==> src/rtl/mmu_data_port_pkg.sv <==
// mmu_data_port_pkg: shared state encodings and byte-enable constants for the memory ports
package mmu_data_port_pkg;

    typedef enum logic [1:0] {
        IDLE = 2'd0,
        BUSY = 2'd1,
        DONE = 2'd2
    } state_t;

    localparam logic [3:0] BE_WORD = 4'hF;

    function automatic logic [31:0] sext8(input logic [7:0] b);
        return {{24{b[7]}}, b};
    endfunction

endpackage

==> src/rtl/mmu_byte_lane.sv <==
// mmu_byte_lane: byte-enable generation, store-data replication and load-data extraction
module mmu_byte_lane
    import mmu_data_port_pkg::*;
(
    input  logic [1:0]  lane,
    input  logic        byte_select,
    input  logic [31:0] wdata,
    input  logic [31:0] mem_rdata,
    output logic [3:0]  be,
    output logic [31:0] wdata_rep,
    output logic [31:0] load_data
);

    logic [7:0] lane_byte;

    // byte accesses touch one lane and sign-extend it; word accesses pass straight through
    always_comb begin
        lane_byte = 8'(mem_rdata >> {lane, 3'b000});
        be        = byte_select ? 4'b0001 << lane : BE_WORD;
        wdata_rep = byte_select ? {4{wdata[7:0]}} : wdata;
        load_data = byte_select ? sext8(lane_byte) : mem_rdata;
    end

endmodule

==> src/rtl/mmu_data_port.sv <==
// mmu_data_port: load/store responder between the memory stage and the word-wide data bus
module mmu_data_port
    import mmu_data_port_pkg::*;
#(
    parameter int MEM_TIMEOUT = 16,
    parameter int CNT_W       = 5
) (
    input  logic        clk,
    input  logic        rst_n,
    input  logic        read_mmu,
    input  logic        write_mmu,
    input  logic        byte_select_mmu,
    input  logic [31:0] addr,
    input  logic [31:0] wdata,
    output logic [31:0] rdata,
    output logic        stall,
    output logic        misaligned,
    output logic        bus_err,
    output logic        mem_req,
    output logic        mem_we,
    output logic [31:0] mem_addr,
    output logic [31:0] mem_wdata,
    output logic [3:0]  mem_be,
    input  logic [31:0] mem_rdata,
    input  logic        mem_ready
);

    state_t             state, next_state;
    logic [31:0]        lat_addr, lat_wdata;
    logic               lat_byte, lat_we;
    logic [CNT_W-1:0]   cnt;
    logic               req, conflict, unaligned, timeout;
    logic [3:0]         lane_be;
    logic [31:0]        lane_wdata, lane_load;
    logic [31:0]        rdata_d;
    logic               mis_d, err_d;

    mmu_byte_lane u_lane (
        .lane        (lat_addr[1:0]),
        .byte_select (lat_byte),
        .wdata       (lat_wdata),
        .mem_rdata   (mem_rdata),
        .be          (lane_be),
        .wdata_rep   (lane_wdata),
        .load_data   (lane_load)
    );

    // bus outputs come from the latched request and are forced low whenever no access is in flight
    assign mem_we    = mem_req & lat_we;
    assign mem_addr  = mem_req ? {lat_addr[31:2], 2'b00} : '0;
    assign mem_wdata = mem_req ? lane_wdata : '0;
    assign mem_be    = mem_req ? lane_be : '0;

    // next-state decode plus the result and flags to present during the DONE cycle
    always_comb begin
        req        = read_mmu | write_mmu;
        conflict   = read_mmu & write_mmu;
        unaligned  = ~byte_select_mmu & (addr[1:0] != 2'b00);
        timeout    = cnt == CNT_W'(MEM_TIMEOUT - 1);
        next_state = state;
        rdata_d    = '0;
        mis_d      = 1'b0;
        err_d      = 1'b0;
        stall      = 1'b0;
        unique case (state)
            IDLE: begin
                stall = req & rst_n;
                if (req) begin
                    next_state = (conflict | unaligned) ? DONE : BUSY;
                    err_d      = conflict;
                    mis_d      = ~conflict & unaligned;
                end
            end
            BUSY: begin
                stall = 1'b1;
                if (mem_ready) begin
                    next_state = DONE;
                    rdata_d    = lat_we ? '0 : lane_load;
                end else if (timeout) begin
                    next_state = DONE;
                    err_d      = 1'b1;
                end
            end
            default: next_state = IDLE;
        endcase
    end

    // state register
    always_ff @(posedge clk or negedge rst_n) begin
        if (!rst_n) state <= IDLE;
        else        state <= next_state;
    end

    // request latch, timeout counter, registered bus request and one-cycle DONE results
    always_ff @(posedge clk or negedge rst_n) begin
        if (!rst_n) begin
            lat_addr   <= '0;
            lat_wdata  <= '0;
            lat_byte   <= 1'b0;
            lat_we     <= 1'b0;
            cnt        <= '0;
            mem_req    <= 1'b0;
            rdata      <= '0;
            misaligned <= 1'b0;
            bus_err    <= 1'b0;
        end else begin
            if (state == IDLE && req) begin
                lat_addr  <= addr;
                lat_wdata <= wdata;
                lat_byte  <= byte_select_mmu;
                lat_we    <= write_mmu;
            end
            cnt        <= (state == BUSY) ? cnt + CNT_W'(1) : '0;
            mem_req    <= next_state == BUSY;
            rdata      <= rdata_d;
            misaligned <= mis_d;
            bus_err    <= err_d;
        end
    end

endmodule

==> config.mk <==
export PLATFORM = sky130hd
export DESIGN_NAME = mmu_data_port
export DESIGN_NICKNAME = d
export VERILOG_FILES = /design/src/rtl/mmu_data_port_pkg.sv /design/src/rtl/mmu_byte_lane.sv /design/src/rtl/mmu_data_port.sv
export SDC_FILE = /design/constraint.sdc
export NUM_CORES = 1
export LEC_CHECK = 0
export CAP_MARGIN = 20
export CORE_MARGIN = 3
export CORE_UTILIZATION = 44
export CTS_CLUSTER_DIAMETER = 30
export DETAILED_ROUTE_END_ITERATION = 6
export HOLD_SLACK_MARGIN = 0.08
export PLACE_DENSITY = 0.81
export SYNTH_ARGS = -nofsm -noshare
export SYNTH_HDL_FRONTEND = slang
export SYNTH_SLANG_ARGS = --single-unit
==> constraint.sdc <==
create_clock -name clk -period 1.8 [get_ports clk]
set_input_delay 0.45 -clock clk [delete_from_list [all_inputs] [get_ports clk]]
set_output_delay 0.45 -clock clk [all_outputs]
set_load 0.03 [all_outputs]
==> flow_summary.rst <==
.. list-table::
   :header-rows: 1

   * - Metric
     - Value
   * - Maximum cell stage delay along the critical path
     - 0.45 ns
   * - Flop2flop setup slack
     - 0.22 ns
   * - Start of the worst register-to-register path
     - state[1]
   * - IO Pins
     - 207
   * - LEAKAGE
     - 4.07 nW
   * - Post-route cell area
     - 7980 µm²
   * - Multiplexer area fraction after synthesis
     - 19.0%
   * - Seq pwr share
     - 29.7%
   * - Drt initial violations
     - 277
   * - Die X-Extent
     - 115 µm
   * - Worst setup path category
     - flip-flop to output pin
   * - Average instance area after synthesis
     - 11.9 µm²
   * - Switching part of the total
     - 38.4%
   * - Pwr per Cell Area
     - 1640 nW/µm²
   * - Simple-gate share of the synthesized area
     - 12.7%
   * - Final weighted congestion of routability-driven global placement
     - 0.850
   * - Violations in the final reports
     - setup timing
   * - Final routed DRC violation total
     - 0
   * - Slew HR
     - 63.0%
   * - Distinct cell type count of the synthesized netlist
     - 36
   * - CP cell instances
     - clkinv_4 > buf_12 > nand2_1 > a21boi_2 > buf_6
   * - Clk Latency, worst-skew pair
     - 0.33 ns
   * - Initial cell density of the core
     - 45.5%
   * - Slew at the pin closest to its max-slew limit
     - 0.555 ns
   * - Wire length of the first global-routing pass
     - 22200 µm
   * - Endpoints failing setup
     - 23
   * - Total vias in the final route
     - 4162
   * - Maximum operating frequency
     - 535 MHz
   * - First drt pass iteration count
     - 6
   * - Worst-case reg-to-reg path depth
     - 4
   * - Overall die area
     - 13300 µm²
   * - CTS Buf Count
     - 9
   * - Peak VDD IR
     - 835 µV
   * - Number of enable flip-flop cells after synthesis
     - 0
   * - Maximum number of pins on one net before global-route repair
     - 109
   * - Core Region
     - 11500 µm²
   * - Post-synth design cell area
     - 5240 µm²
   * - Global-route congestion overflow total
     - 0
   * - Worst Path Max Fanout
     - 11
   * - Antenna fix cells
     - 0
   * - RSZ-0062 raised after global routing
     - yes
   * - Net load switching power
     - 5.02 mW
   * - Overall die height
     - 115 µm
   * - # Max-Cap Violations
     - 0
   * - Share of synthesized cell area in full adder, half adder and majority cells
     - 0.477%
   * - Relative contribution of combinational cells to total power
     - 54.7%
   * - Combinational family with the most area after synthesis
     - multiplexers
   * - Kind of start point of the critical path
     - flip-flop
   * - Number of H-tree levels
     - 3
   * - DP Cell Count
     - 779
   * - Aggregate global-route resource usage
     - 21.4%
   * - Area fraction in compound gates after synthesis
     - 10.9%
   * - Max-slew violation total from the final report
     - 0
   * - Post-DP HPWL
     - 10200 µm
   * - Flip-flop cell with the highest count after synthesis
     - dfrtp_1
   * - Area grow syn2layout
     - 52.2%
   * - Clock share of power
     - 15.6%
   * - Final critical-path setup slack
     - -0.0677 ns
   * - Clock net sink count
     - 108
   * - Port bufs
     - 204
   * - Design internal power
     - 8.07 mW
   * - Number of synthesis warnings
     - 0
   * - Final standard cell count with taps included and fillers excluded
     - 801
   * - TritonCTS clock tree
     - built
   * - Reg clk slew, reported paths
     - 0.07 ns
   * - Routed via count divided by cell count
     - 5.20
   * - Critical path endpoint category
     - output pin
   * - Share of the yosys chip area belonging to registers
     - 51.5%
   * - Worst path slowest cell
     - dfrtp_2
   * - Period Utilization, post-route
     - 104%
   * - Worst min-delay path class
     - input port to async pin
   * - Via count of the first global-routing pass
     - 4308
   * - Routed len/inst
     - 18.2 µm
   * - Async S/R FF share, synth
     - 100%
   * - Post-CTS Hold Buffers
     - 0
   * - Share of final-layout standard cells stronger than drive strength 1
     - 33.3%
   * - Required time of the critical path
     - 1.35 ns
   * - DRT antenna net count
     - 0
   * - Result of the run
     - complete, but fails checks
   * - Crit Reg-Reg Endpoint
     - lat_wdata[0]
   * - Final critical delay including setup and external delays
     - 1.87 ns
   * - Initial antenna violation count
     - 0
   * - Maximum buffer depth of the clock tree
     - 2
   * - Placed instance area
     - 7350 µm²
   * - Count of final hold-check violations
     - 0
   * - Xor/xnor cell area share of the yosys netlist
     - 0.334%
   * - Number of rows in the core area
     - 39
   * - Nets
     - 759
   * - Fin Setup TNS
     - -0.597 ns
   * - Clock Skews
     - 0.00621 ns
   * - Post-synthesis cell count
     - 442
   * - Flops & latches, synth
     - 108
   * - Clk root buf
     - clkbuf_16
   * - WP data arrival
     - 1.42 ns
   * - Aggregate routed wire length
     - 14600 µm
[metal layers]
layer	GRT usage (%)	vias up	wire length (µm)	share of wire, %
met3	4.79	9	1140	7.8
li1	-	1920	-	-
met5	0	-	0	0
met2	38.5	174	7490	51
met4	5.87	0	128	0.88
met1	25.7	2059	5840	40
[per-stage QoR]
| step | hold slack, ns | utilization, % | power, mW | worst slack [ns] |
|---|---|---|---|---|
| floorplan | 0.154 | - | 8.45 | -0.197 |
| global placement | 0.443 | 63.8 | 10.3 | -0.129 |
| detailed placement | 0.467 | 63.8 | 10.4 | -0.150 |
| CTS | 0.234 | 68.1 | 13.0 | -0.0775 |
| global route | 0.255 | 69.3 | 13.8 | -0.110 |
| finish | 0.213 | 69.3 | 13.1 | -0.0677 |
[cell type report]
class                      instances  area, µm²
inverter                           3       16.3
tap                              143        179
clock buffer                      10        229
timing repair buffer             234       2380
fill                             826       3530
clock inverter                     4       76.3
multi-input combinational        299       2400
sequential                       108       2710
[registers in the layout, summed over array words and instances, names as in the netlist]
name	flops
misaligned	1
lat_wdata	32
rdata	32
bus_err	1
cnt	5
mem_req	1
lat_we	1
lat_byte	1
state	2
lat_addr	32
[kinds of logic (layout without fill, tap and decap cells)]
group | Yosys count | count (layout)
other | 1 | 2
XOR/XNOR | 2 | 2
buffers and inverters | 36 | 251
AO/OA/AOI/OAI | 85 | 85
multiplexers | 74 | 74
adder cells (fa/ha/maj) | 2 | 2
flip-flops | 108 | 108
AND/OR/NAND/NOR | 134 | 134
[cells in the final DEF (no fill, tap or decap), types with 22 or more instances in the layout]
cell / count
dlymetal6s2s_1: 22
dfrtp_1: 104
buf_6: 29
buf_4: 61
a21oi_1: 34
nand2_1: 52
clkdlybuf4s50_1: 99
mux2_4: 47
a21boi_2: 23
and2_1: 41
[worst max-delay path, delay by kind of cell (launching register included)]
family | cells | cell delay, ns
flops | 1 | 0.45
buf+inv | 3 | 0.37
compound gates | 1 | 0.18
simple gates | 1 | 0.08
[synth_stat cells, drive strengths merged, types with 2 or more instances]
| cell | count | area share (%) |
|---|---|---|
| dfrtp | 108 | 52 |
| mux2 | 65 | 17 |
| nand2 | 62 | 4.4 |
| and2 | 41 | 4.9 |
| a21oi | 34 | 3.2 |
| a21boi | 27 | 3.9 |
| buf | 21 | 3.9 |
| clkbuf | 12 | 0.86 |
| nand2b | 10 | 1.2 |
| mux2i | 9 | 1.7 |
| nand3 | 9 | 0.86 |
| a21o | 7 | 1.0 |
| a2bb2oi | 7 | 1.2 |
| nor2 | 6 | 0.48 |
| inv | 3 | 0.21 |
| o21ai | 3 | 0.29 |
| a32o | 2 | 0.38 |
| ha | 2 | 0.48 |
| nand3b | 2 | 0.29 |
[power groups by stage]
| stage | Clock [mW] | Sequential, mW | Combinational (mW) |
|---|---|---|---|
| floorplan | 0 | 3.81 | 4.64 |
| global placement | 0 | 3.86 | 6.40 |
| detailed placement | 0 | 3.88 | 6.56 |
| CTS | 2.10 | 3.88 | 7.03 |
| global route | 2.18 | 3.99 | 7.59 |
| finish | 2.04 | 3.89 | 7.16 |
[repair_timing]
action | CTS | global route
setup endpoints to repair | 67 | 58
setup buffers | 5 | 1
gates cloned | 1 | 1
gates resized for setup | 63 | 37
pin swaps | 12 | 5
[how the worst max path moves through the flow]
stage | startpoint | end | slack, ns
finish | lat_byte | mem_wdata[13] | -0.07
floorplan | mem_req | mem_be[3] | -0.20
global route | lat_byte | mem_wdata[14] | -0.11
global placement | write_mmu | lat_wdata[31] | -0.13
detailed placement | write_mmu | lat_addr[22] | -0.15
CTS | lat_byte | mem_wdata[12] | -0.08
Note: power is estimated with default switching activity, not from simulation.
